$ cat config.mk
export PLATFORM = sky130hd
export DESIGN_NAME = vector_classify_sequencer
export DESIGN_NICKNAME = d
export VERILOG_FILES = /design/src/rtl/vector_classify_sequencer.sv
export SDC_FILE = /design/constraint.sdc
export NUM_CORES = 1
export LEC_CHECK = 0
export ABC_AREA = 1
export ABC_CLOCK_PERIOD_IN_PS = 40000
export CORE_AREA = 2 2 245 247
export DETAILED_ROUTE_END_ITERATION = 8
export DIE_AREA = 0 0 247 249
export PLACE_DENSITY = 0.71
export SETUP_SLACK_MARGIN = 0.02
export SLEW_MARGIN = 40
export SYNTH_ARGS = -nofsm -noshare
export SYNTH_HDL_FRONTEND = slang
export SYNTH_SLANG_ARGS = --single-unit
$ cat constraint.sdc
create_clock -name clock_i -period 40 [get_ports clock_i]
set_input_delay 8 -clock clock_i [delete_from_list [all_inputs] [get_ports clock_i]]
set_output_delay 8 -clock clock_i [all_outputs]
set_load 0.02 [all_outputs]
$ cat src/rtl/vector_classify_sequencer.sv
// vector_classify_sequencer: sequences vfclass.v over a register group through the classify pipe; optional DRAGONFANG_CLASSIFY_ALIGN_CHECK_EN rejects misaligned groups
module vector_classify_sequencer #(
  parameter int VLEN = 128,
  parameter int UNIT_LATENCY = 2,
  parameter int MAX_LMUL = 8,
  parameter int FIFO_DEPTH = 4
) (
  input  logic            clock_i,
  input  logic            reset_i,
  input  logic            req_valid_i,
  output logic            req_ready_o,
  input  logic [4:0]      req_vs2_i,
  input  logic [4:0]      req_vd_i,
  input  logic [3:0]      req_group_i,
  input  logic [1:0]      req_vsew_i,
  output logic            vrf_rd_en_o,
  output logic [4:0]      vrf_rd_addr_o,
  input  logic [VLEN-1:0] vrf_rd_data_i,
  output logic            cu_valid_o,
  output logic [VLEN-1:0] cu_vs2_o,
  output logic [1:0]      cu_vsew_o,
  input  logic [VLEN-1:0] cu_vd_i,
  output logic            wb_valid_o,
  input  logic            wb_ready_i,
  output logic [4:0]      wb_addr_o,
  output logic [VLEN-1:0] wb_data_o,
  output logic            busy_o,
  output logic            done_o,
  output logic            done_err_o
);
  localparam int PW = (FIFO_DEPTH > 1) ? $clog2(FIFO_DEPTH) : 1;
  localparam int CW = $clog2(FIFO_DEPTH + 1);
  typedef enum logic [1:0] {IDLE, RUN, DRAIN} state_t;
  state_t state_q, state_d;
  logic [4:0] vs2_q, vd_q;
  logic [3:0] group_q, issued_q, written_q, grp_n;
  logic [1:0] vsew_q;
  logic [CW-1:0] out_q, cnt_q;
  logic [PW-1:0] wp_q, rp_q;
  logic tag_v_q [UNIT_LATENCY+1];
  logic [4:0] tag_a_q [UNIT_LATENCY+1];
  logic [VLEN-1:0] mem_d_q [FIFO_DEPTH];
  logic [4:0] mem_a_q [FIFO_DEPTH];
  logic accept, rd_en, push, pop, empty, full, mis, err_q;

  assign grp_n = (req_group_i == 4'd0) ? 4'd1 :
                 (req_group_i > 4'(MAX_LMUL)) ? 4'(MAX_LMUL) : req_group_i;
  assign accept = (state_q == IDLE) && req_valid_i;
  assign empty = (cnt_q == '0);
  assign full = (cnt_q == CW'(FIFO_DEPTH));
  assign pop = !empty && wb_ready_i;
  assign push = tag_v_q[UNIT_LATENCY];
  // a pop this cycle frees a credit, which keeps one register per cycle at full writeback rate
  assign rd_en = (state_q == RUN) && (issued_q < group_q) && ((out_q < CW'(FIFO_DEPTH)) || pop);

`ifdef DRAGONFANG_CLASSIFY_ALIGN_CHECK_EN
  assign mis = (grp_n > 4'd1) && (((req_vs2_i[3:0] & (grp_n - 4'd1)) != 4'd0) ||
               ((req_vd_i[3:0] & (grp_n - 4'd1)) != 4'd0) || ((grp_n & (grp_n - 4'd1)) != 4'd0));
  // remember whether the accepted request was rejected as misaligned
  always_ff @(posedge clock_i or posedge reset_i)
    if (reset_i) err_q <= 1'b0;
    else if (accept) err_q <= mis;
  assign done_err_o = done_o & err_q;
`else
  assign mis = 1'b0;
  assign err_q = 1'b0;
  assign done_err_o = 1'b0;
`endif

  assign req_ready_o = (state_q == IDLE);
  assign busy_o = (state_q != IDLE);
  assign vrf_rd_en_o = rd_en;
  assign vrf_rd_addr_o = vs2_q + {1'b0, issued_q};
  assign cu_valid_o = tag_v_q[0];
  assign cu_vs2_o = vrf_rd_data_i;
  assign cu_vsew_o = vsew_q;
  assign wb_valid_o = !empty;
  assign wb_data_o = mem_d_q[rp_q];
  assign wb_addr_o = mem_a_q[rp_q];

  // next state and completion pulse
  always_comb begin
    state_d = state_q;
    done_o = 1'b0;
    case (state_q)
      IDLE: state_d = accept ? (mis ? DRAIN : RUN) : IDLE;
      RUN: state_d = (rd_en && (issued_q + 4'd1 == group_q)) ? DRAIN : RUN;
      DRAIN: begin
        done_o = err_q || (written_q == group_q);
        state_d = done_o ? IDLE : DRAIN;
      end
      default: state_d = IDLE;
    endcase
  end

  // FSM, latched request fields and progress counters
  always_ff @(posedge clock_i or posedge reset_i)
    if (reset_i) begin
      state_q <= IDLE;
      vs2_q <= '0;
      vd_q <= '0;
      group_q <= '0;
      vsew_q <= '0;
      issued_q <= '0;
      written_q <= '0;
      out_q <= '0;
    end else begin
      state_q <= state_d;
      if (accept) begin
        vs2_q <= req_vs2_i;
        vd_q <= req_vd_i;
        group_q <= grp_n;
        vsew_q <= req_vsew_i;
      end
      issued_q <= accept ? 4'd0 : issued_q + {3'b0, rd_en};
      written_q <= accept ? 4'd0 : written_q + {3'b0, pop};
      out_q <= out_q + CW'(rd_en) - CW'(pop);
    end

  // destination tags travel alongside the operand through the fixed-latency unit
  always_ff @(posedge clock_i or posedge reset_i)
    if (reset_i) begin
      for (int i = 0; i <= UNIT_LATENCY; i++) begin
        tag_v_q[i] <= 1'b0;
        tag_a_q[i] <= '0;
      end
    end else begin
      tag_v_q[0] <= rd_en;
      tag_a_q[0] <= vd_q + {1'b0, issued_q};
      for (int i = 1; i <= UNIT_LATENCY; i++) begin
        tag_v_q[i] <= tag_v_q[i-1];
        tag_a_q[i] <= tag_a_q[i-1];
      end
    end

  // result FIFO absorbing unit returns while writeback is back-pressured
  always_ff @(posedge clock_i or posedge reset_i)
    if (reset_i) begin
      for (int i = 0; i < FIFO_DEPTH; i++) begin
        mem_d_q[i] <= '0;
        mem_a_q[i] <= '0;
      end
      wp_q <= '0;
      rp_q <= '0;
      cnt_q <= '0;
    end else begin
      if (push) begin
        mem_d_q[wp_q] <= cu_vd_i;
        mem_a_q[wp_q] <= tag_a_q[UNIT_LATENCY];
        wp_q <= (wp_q == PW'(FIFO_DEPTH - 1)) ? '0 : wp_q + 1'b1;
      end
      if (pop) rp_q <= (rp_q == PW'(FIFO_DEPTH - 1)) ? '0 : rp_q + 1'b1;
      cnt_q <= cnt_q + CW'(push) - CW'(pop);
    end

  no_overflow: assert property (@(posedge clock_i) disable iff (reset_i) !(push && full));
endmodule

==> results of run 1 <==
## power breakdown
part,switching [mW],internal [mW]
Combinational,0.836,0.546
Clock,0.235,0.333
Sequential,0.159,0.891
## synth_stat cells, types with 6 or more instances
cell type | n | share of area
o21ai_0 | 710 | 0.14
nand2_1 | 599 | 0.086
dfrtp_1 | 586 | 0.56
nor2_1 | 284 | 0.041
inv_1 | 173 | 0.025
buf_4 | 142 | 0.041
o22ai_1 | 135 | 0.032
buf_2 | 97 | 0.019
o21ai_1 | 97 | 0.019
clkbuf_1 | 78 | 0.011
ha_1 | 25 | 0.012
buf_6 | 15 | 0.0064
xnor2_1 | 11 | 0.0037
nand3_1 | 10 | 0.0019
a21oi_1 | 9 | 0.0017
xor2_1 | 6 | 0.0020
## registers in the layout (all words and copies together), names as in the netlist
| name | cells |
|---|---|
| cnt_q | 3 |
| cu_valid_o | 1 |
| cu_vsew_o | 2 |
| group_q | 4 |
| issued_q | 4 |
| mem_a_q | 20 |
| mem_d_q | 512 |
| out_q | 3 |
| push | 1 |
| rp_q | 2 |
| state_q | 2 |
| tag_a_q | 15 |
| tag_v_q | 1 |
| vd_q | 5 |
| vs2_q | 5 |
| wp_q | 2 |
| written_q | 4 |
## critical path: stages
cell and delay (ns):
clkdlybuf4s50_1 0.48, a21boi_1 0.09, nor2_2 0.27, clkdlybuf4s50_1 0.67
## path summary, 6_finish.rpt
path,from,endpoint,slack (ns)
worst max-delay path,wb_ready_i,vrf_rd_en_o,22.50
min in group asynchronous,reset_i,mem_d_q[21],7.93
worst min register to register,tag_a_q[7],tag_a_q[2],0.34
worst max register to register,push,mem_d_q[74],37.62
worst min-delay path,tag_a_q[7],tag_a_q[2],0.34
max in group asynchronous,reset_i,mem_d_q[466],29.65
## per-stage QoR
stage	hold slack, ns	std cells
final	0.341	3860
after global placement	0.333	3745
after global routing	0.355	3860
after CTS	0.346	3857
after floorplan	0.331	2993
after detailed placement	0.335	3747
## area by class of cell
type	count	area (um^2)	share of cell area
inverter	175	684	0.0224
clock buffer	85	1730	0.0566
tap	773	967	0.0317
antenna	1	2.50	0.0000820
clock inverter	25	292	0.00955
timing repair buffer	318	3250	0.107
multi-input combinational	1897	8930	0.292
sequential	586	14700	0.481
## layer usage
layer,share of wire,vias up,GRT usage
li1,-,9812,-
met1,0.42,9691,0.291
met2,0.47,568,0.356
met3,0.059,173,0.0420
met4,0.049,2,0.107
met5,0.00023,-,0.00397
## logic make-up after synthesis
| family | after synthesis |
|---|---|
| compound gates | 952 |
| fa+ha+maj | 29 |
| flops | 586 |
| simple gates | 898 |
| other cells | 1 |
| buf+inv | 510 |
| xor+xnor | 17 |
==> results.sh, run 1 <==
export IMPL_maxSlewViolCount=0
export IMPL_ff2ff_path_depth=3
export IMPL_portBuffers=293
export IMPL_hp_class="flip-flop to flip-flop"
export IMPL_fin_ws_ns=22.50
export IMPL_synthesis_area_mm2=0.0262
export IMPL_finalHoldViolCount=0
export IMPL_maxSlewHeadroom=0.461
export IMPL_timing_fmax_ghz=0.0571
export IMPL_stdcell_area_mm2=0.0305
export IMPL_ys_warn_count=0
export IMPL_worstPathArrival_ns=9.50
export IMPL_place_ws_ns=22.48
export IMPL_crit_required_ns=32.00
export IMPL_fin_setup_tns_ns=0
export IMPL_synth_edf_count=0
export IMPL_fin_crit_sh=0.438
export IMPL_via_per_inst=5.25
export IMPL_finClkSkew_ns=0.0274
export IMPL_cts_resized=0
export IMPL_coreArea_mm2=0.0587
export IMPL_drive_gt1_frac=0.0434
export IMPL_fp_dieW_um=247
export IMPL_synth_nets=3298
export IMPL_grt_pass1_vias=19400
export IMPL_htreeDepth=2
export IMPL_irDropWorstVdd_uv=55.7
export IMPL_final_util=0.520
export IMPL_final_nets=3343
export IMPL_rsz0062_at_grt="false"
export IMPL_worst_setup_path_type="primary input to primary output"
export IMPL_drt_iter0_drc=1561
export IMPL_avgRoutedWirePerCell_um=17.8
export IMPL_avgSynthCellArea_um2=8.76
export IMPL_power_mw=3.00
export IMPL_rows=89
export IMPL_dpl_hpwl_um=41900
export IMPL_clk_latency_ns=0.63
export IMPL_io_pins=551
export IMPL_maxCapViolCount=0
export IMPL_synth_xor_xnor_area_share=0.00568
export IMPL_async_reset_ff_frac=1.00
export IMPL_netlist_instances=2993
export IMPL_mostFrequentLayoutCell="o21ai_0"
export IMPL_grt_util_all_layers=0.223
export IMPL_startpoint_type="primary input"
export IMPL_most_common_layout_cells="o21ai_0 (710), nand2_1 (595), dfrtp_1 (584)"
export IMPL_grt_pass1_wl_um=110000
export IMPL_ys_types=27
export IMPL_antenna_found_initial=2
export IMPL_tritoncts="yes"
export IMPL_dieArea_mm2=0.0615
export IMPL_status="finished, final reports clean"
export IMPL_antenna_left=0
export IMPL_overflow=0
export IMPL_cts_root_buffer="clkbuf_16"
export IMPL_die_height_um=249
export IMPL_routabilityCongestion=0.778
export IMPL_vias=20200
export IMPL_leakagePower_nw=14.2
export IMPL_clock_path_buffers=3
export IMPL_grt_max_degree=176
export IMPL_syn_to_final_growth_pct=16.4
export IMPL_cp_end_kind="primary output"
export IMPL_yosys_most_used_dff="dfrtp_1"
export IMPL_synth_compound_area_share=0.188
export IMPL_clk_pin_slew_worst_paths_ns=0.07
export IMPL_drc_errors=0
export IMPL_cts_setup_buffers=0
export IMPL_fin_crit_ns=17.50
export IMPL_drt_total_wl_um=68800
export IMPL_synth_top_family_by_area="compound AO/OA/AOI/OAI gates"
export IMPL_start_util=0.447
export IMPL_hold_depth=0
export IMPL_setup_viol=0
export IMPL_synth_fa_ha_area_frac=0.0150
export IMPL_dpl_cell_area_mm2=0.0284
export IMPL_synthSimpleGateAreaFrac=0.130
export IMPL_muxShareOfSynthArea=0
export IMPL_ctsHoldBuffers=0
export IMPL_powerDensity_mw_per_mm2=98.3
export IMPL_yosysSeqAreaShare=0.559
export IMPL_tightest_slew_ns=0.809
export IMPL_drt_pass1_iterations=8
export IMPL_synth_ff_latch_count=586
export IMPL_cts_sinks=586
export IMPL_numCtsBuffers=60
export IMPL_fillers=5456
export IMPL_cp_max_fo=7
(Power assumes the default switching activity.)
==> run 2: changes to the inputs <==
- ABC_CLOCK_PERIOD_IN_PS: 40000 -> 14150
- PLACE_DENSITY: 0.71 -> 0.74
- clock period: 40 -> 14.15 ns (I/O delays scaled with it)
==> results.sh, run 2 (synthesized netlist as in run 1, its figures left out) <==
export IMPL_coreArea_mm2=0.0587
export IMPL_drt_pass1_iterations=6
export IMPL_leakagePower_nw=14.3
export IMPL_tritoncts="yes"
export IMPL_portBuffers=293
export IMPL_dpl_cell_area_mm2=0.0285
export IMPL_finClkSkew_ns=0.0138
export IMPL_p_int_mw=5.08
export IMPL_fin_setup_tns_ns=0
export IMPL_overflow=0
export IMPL_p_switching_mw=3.51
export IMPL_clk_pin_slew_worst_paths_ns=0.06
export IMPL_worst_setup_path_type="primary input to primary output"
export IMPL_startpoint_type="primary input"
export IMPL_powerDensity_mw_per_mm2=280
export IMPL_fp_dieW_um=247
export IMPL_antenna_left=0
export IMPL_fin_crit_sh=0.505
export IMPL_start_util=0.447
export IMPL_avgRoutedWirePerCell_um=17.9
export IMPL_antenna_found_initial=4
export IMPL_tightest_slew_ns=0.801
export IMPL_grt_max_degree=154
export IMPL_maxCapViolCount=0
export IMPL_htreeDepth=3
export IMPL_cts_resized=0
export IMPL_dieArea_mm2=0.0615
export IMPL_ctsHoldBuffers=0
export IMPL_numCtsBuffers=66
export IMPL_maxSlewViolCount=0
export IMPL_cts_setup_buffers=0
export IMPL_fin_crit_ns=7.14
export IMPL_pwr_share_seq=0.349
export IMPL_finalHoldViolCount=0
export IMPL_finalNonFillerCells=3865
export IMPL_fillers=5359
export IMPL_timing_fmax_ghz=0.140
export IMPL_drt_iter0_drc=1731
export IMPL_pwr_share_comb=0.452
export IMPL_mostFrequentLayoutCell="o21ai_0"
export IMPL_irDropWorstVdd_uv=192
export IMPL_rows=89
export IMPL_dp_cells=3748
export IMPL_drt_total_wl_um=69300
export IMPL_hp_class="flip-flop to flip-flop"
export IMPL_setup_viol=0
export IMPL_final_util=0.523
export IMPL_cts_root_buffer="clkbuf_16"
export IMPL_die_height_um=249
export IMPL_status="finished, final reports clean"
export IMPL_drc_errors=0
export IMPL_maxSlewHeadroom=0.466
export IMPL_drive_gt1_frac=0.0453
export IMPL_worstPathArrival_ns=4.31
export IMPL_rsz0062_at_grt="false"
export IMPL_top_register="mem_d_q"
export IMPL_clock_path_buffers=3
export IMPL_reg_top3="mem_d_q x512, mem_a_q x20, tag_a_q x15"
export IMPL_most_common_layout_cells="o21ai_0 (710), nand2_1 (595), dfrtp_1 (584)"
export IMPL_io_pins=551
export IMPL_p_sw_frac=0.408
export IMPL_grt_util_all_layers=0.225
export IMPL_vias=20500
export IMPL_routabilityCongestion=0.788
export IMPL_stdcell_area_mm2=0.0307
export IMPL_syn_to_final_growth_pct=17.1
export IMPL_final_nets=3349
export IMPL_largest_register_ffs=512
export IMPL_cts_sinks=586
export IMPL_cp_max_fo=7
export IMPL_clk_latency_ns=0.59
export IMPL_cp_end_kind="primary output"
export IMPL_via_per_inst=5.31
export IMPL_grt_pass1_vias=19600
export IMPL_dpl_hpwl_um=41900
export IMPL_grt_pass1_wl_um=110000
export IMPL_power_frac_clock=0.199
export IMPL_crit_required_ns=11.32
[run 2: cell count changes in the layout (fill, tap and decap cells not counted), moves of 2 or more]
cell       previous run  this run
clkinv_2             14        11
clkbuf_16            61        67
inv_6                 0         5
nand2_4               2         0
inv_12                2         0
nand2_8               2         4
buf_4                 5         3
[run 2: stage by stage]
| stage | hold WS [ns] | power, mW | setup WS, ns |
|---|---|---|---|
| 6_report | 0.347 | 8.59 | 7.01 |
| 2_1_floorplan | 0.331 | 5.47 | 3.33 |
| 3_3_place_gp | 0.334 | 6.78 | 7.01 |
| 3_5_place_dp | 0.335 | 6.91 | 7.00 |
| 5_1_grt | 0.355 | 9.24 | 6.93 |
| 4_1_cts | 0.348 | 8.67 | 7.00 |
[run 2: area by class of cell]
class | count | area (um^2) | share of cell area
Clock buffer | 90 | 1870 | 0.0610
Clock inverter | 25 | 294 | 0.00957
Antenna cell | 1 | 2.50 | 0.0000815
Inverter | 175 | 671 | 0.0218
Timing Repair Buffer | 318 | 3290 | 0.107
Sequential cell | 586 | 14700 | 0.478
Multi-Input combinational cell | 1897 | 8940 | 0.291
Tap cell | 773 | 967 | 0.0315
[run 2: worst paths after layout]
kind	start	endpoint	slack [ns]	cells past startpoint
max in group asynchronous	reset_i	mem_d_q[436]	9.43	6
min in group asynchronous	reset_i	mem_d_q[107]	2.75	3
hold reg to reg	tag_a_q[10]	tag_a_q[5]	0.35	0
setup reg to reg	push	mem_d_q[211]	11.27	5
setup / recovery	wb_ready_i	vrf_rd_en_o	7.01	4
hold / removal	tag_a_q[10]	tag_a_q[5]	0.35	0
[run 2: power by group through the flow]
stage	Sequential, mW	Combinational (mW)	Clock, mW
2_1_floorplan	2.87	2.60	0
3_3_place_gp	3.02	3.76	0
3_5_place_dp	3.01	3.90	0
4_1_cts	2.99	3.92	1.76
5_1_grt	3.10	4.31	1.82
6_report	3.00	3.89	1.71
[run 2: worst max-delay path: stages]
cell and delay (ns):
clkdlybuf4s50_1 0.48, a21boi_1 0.09, nor2_2 0.26, clkdlybuf4s50_1 0.66
[run 2: routing by layer]
layer,wire length (um),vias to the layer above,global-route usage
met1,29100,9847,0.298
met4,3170,8,0.103
met2,32200,633,0.348
met3,4750,196,0.0534
li1,-,9839,-
met5,74,-,0.00397
==> run 3: changes to the inputs <==
- ABC_CLOCK_PERIOD_IN_PS: 14150 -> 5800
- clock period: 14.15 -> 5.8 ns (I/O delays scaled with it)
==> results.sh, run 3 (synthesized netlist as in run 1, its figures left out) <==
export IMPL_path_buf_inv=3
export IMPL_cts_sinks=586
export IMPL_cts_resized=0
export IMPL_maxCapViolCount=0
export IMPL_mostFrequentLayoutCell="o21ai_0"
export IMPL_antenna_found_initial=3
export IMPL_fin_crit_sh=0.795
export IMPL_portBuffers=293
export IMPL_startpoint_type="flip-flop"
export IMPL_critPathTopFamily="buffers and inverters"
export IMPL_hp_class="flip-flop to flip-flop"
export IMPL_reg_top3="mem_d_q x512, mem_a_q x20, tag_a_q x15"
export IMPL_clk_latency_ns=0.65
export IMPL_dieArea_mm2=0.0615
export IMPL_worst_setup_path_type="flip-flop to primary output"
export IMPL_drt_pass1_iterations=6
export IMPL_overflow=0
export IMPL_cts_setup_buffers=0
export IMPL_grt_pass1_vias=19900
export IMPL_power_mw=20.9
export IMPL_rsz0062_at_grt="false"
export IMPL_most_common_layout_cells="o21ai_0 (710), nand2_1 (595), dfrtp_1 (584)"
export IMPL_via_per_inst=5.31
export IMPL_timing_fmax_ghz=0.217
export IMPL_maxSlewHeadroom=0.403
export IMPL_place_ws_ns=1.83
export IMPL_die_height_um=249
export IMPL_grt_max_degree=173
export IMPL_coreArea_mm2=0.0587
export IMPL_largest_register_ffs=512
export IMPL_cp_end_kind="primary output"
export IMPL_grt_pass1_wl_um=112000
export IMPL_worstPathCellList="clkinv_8 -> buf_12 -> o21ai_1 -> o22ai_1 -> clkdlybuf4s50_1"
export IMPL_crit_required_ns=4.64
export IMPL_vias=20600
export IMPL_clock_path_buffers=3
export IMPL_start_util=0.447
export IMPL_fin_ws_ns=1.19
export IMPL_drc_errors=0
export IMPL_cts_root_buffer="clkbuf_16"
export IMPL_dpl_hpwl_um=43700
export IMPL_powerDensity_mw_per_mm2=682
export IMPL_irDropWorstVdd_uv=463
export IMPL_avgRoutedWirePerCell_um=18.2
export IMPL_final_nets=3350
export IMPL_syn_to_final_growth_pct=17.0
export IMPL_clk_pin_slew_worst_paths_ns=0.06
export IMPL_fin_crit_ns=4.61
export IMPL_finalHoldViolCount=0
export IMPL_final_util=0.523
export IMPL_tightest_slew_ns=0.896
export IMPL_top_register="mem_d_q"
export IMPL_cpPeakStageDelay_ns=0.77
export IMPL_grt_util_all_layers=0.227
export IMPL_finClkSkew_ns=0.0631
export IMPL_leakagePower_nw=14.3
export IMPL_ctsHoldBuffers=0
export IMPL_maxSlewViolCount=0
export IMPL_drt_iter0_drc=1858
export IMPL_setup_viol=0
export IMPL_worstPathArrival_ns=3.45
export IMPL_htreeDepth=2
export IMPL_drt_total_wl_um=70400
export IMPL_tritoncts="yes"
export IMPL_fp_dieW_um=247
export IMPL_antenna_left=0
export IMPL_cp_max_fo=141
export IMPL_status="finished, final reports clean"
export IMPL_rows=89
export IMPL_reg2reg_slack_ns=3.22
export IMPL_numCtsBuffers=60
export IMPL_drive_gt1_frac=0.0459
export IMPL_io_pins=551
export IMPL_routabilityCongestion=0.822
export IMPL_critical_path_slowest_cell="dfrtp_4"
-- run 3: power by group --
part           switching [mW]  total [mW]  internal (mW)
Combinational            5.74        9.50           3.77
Clock                    1.66        4.06           2.41
Sequential               1.21        7.36           6.15
-- run 3: layout make-up --
| type | count | area [um^2] |
|---|---|---|
| Clock buffer | 85 | 1710 |
| Fill cell | 5281 | 28000 |
| Antenna cell | 2 | 5.00 |
| Inverter | 175 | 676 |
| Multi-Input combinational cell | 1897 | 8930 |
| Timing Repair Buffer | 325 | 3340 |
| Clock inverter | 27 | 383 |
| Tap cell | 773 | 967 |
| Sequential cell | 586 | 14700 |
-- run 3: metal layers --
metal  vias to the layer above  GRT usage  part of all wire
li1                       9832          -                 -
met4                         4      0.110             0.048
met1                      9845      0.305              0.42
met5                         -    0.00397           0.00071
met3                       203     0.0410             0.066
met2                       678      0.352              0.47
-- run 3: worst register-to-register path: cells and delay by family, from the launching register on --
| kind | cells | cell delay, ns |
|---|---|---|
| buf+inv | 1 | 0.40 |
| simple gates | 1 | 0.55 |
| flops | 1 | 0.83 |
| compound gates | 1 | 0.68 |
-- run 3: per-stage QoR --
stage / hold WS [ns] / cell area, um^2 / TNS (ns) / instances
after floorplan: 0.331 / 26200 / -1961.58 / 2993
after global placement: 0.333 / 28500 / 0 / 3753
after detailed placement: 0.335 / 28600 / 0 / 3756
after CTS: 0.345 / 30700 / 0 / 3868
after global routing: 0.354 / 30700 / 0 / 3870
final: 0.347 / 30700 / 0 / 3870
-- run 3: final timing paths --
path                             from       endpoint  cells after the start
max                           rp_q[0]  wb_data_o[58]                      5
min                        tag_a_q[6]     tag_a_q[1]                      0
max reg2reg                      push    mem_d_q[99]                      3
min reg2reg                tag_a_q[6]     tag_a_q[1]                      0
max in group asynchronous     reset_i   mem_d_q[293]                      5
min in group asynchronous     reset_i   mem_d_q[501]                      2
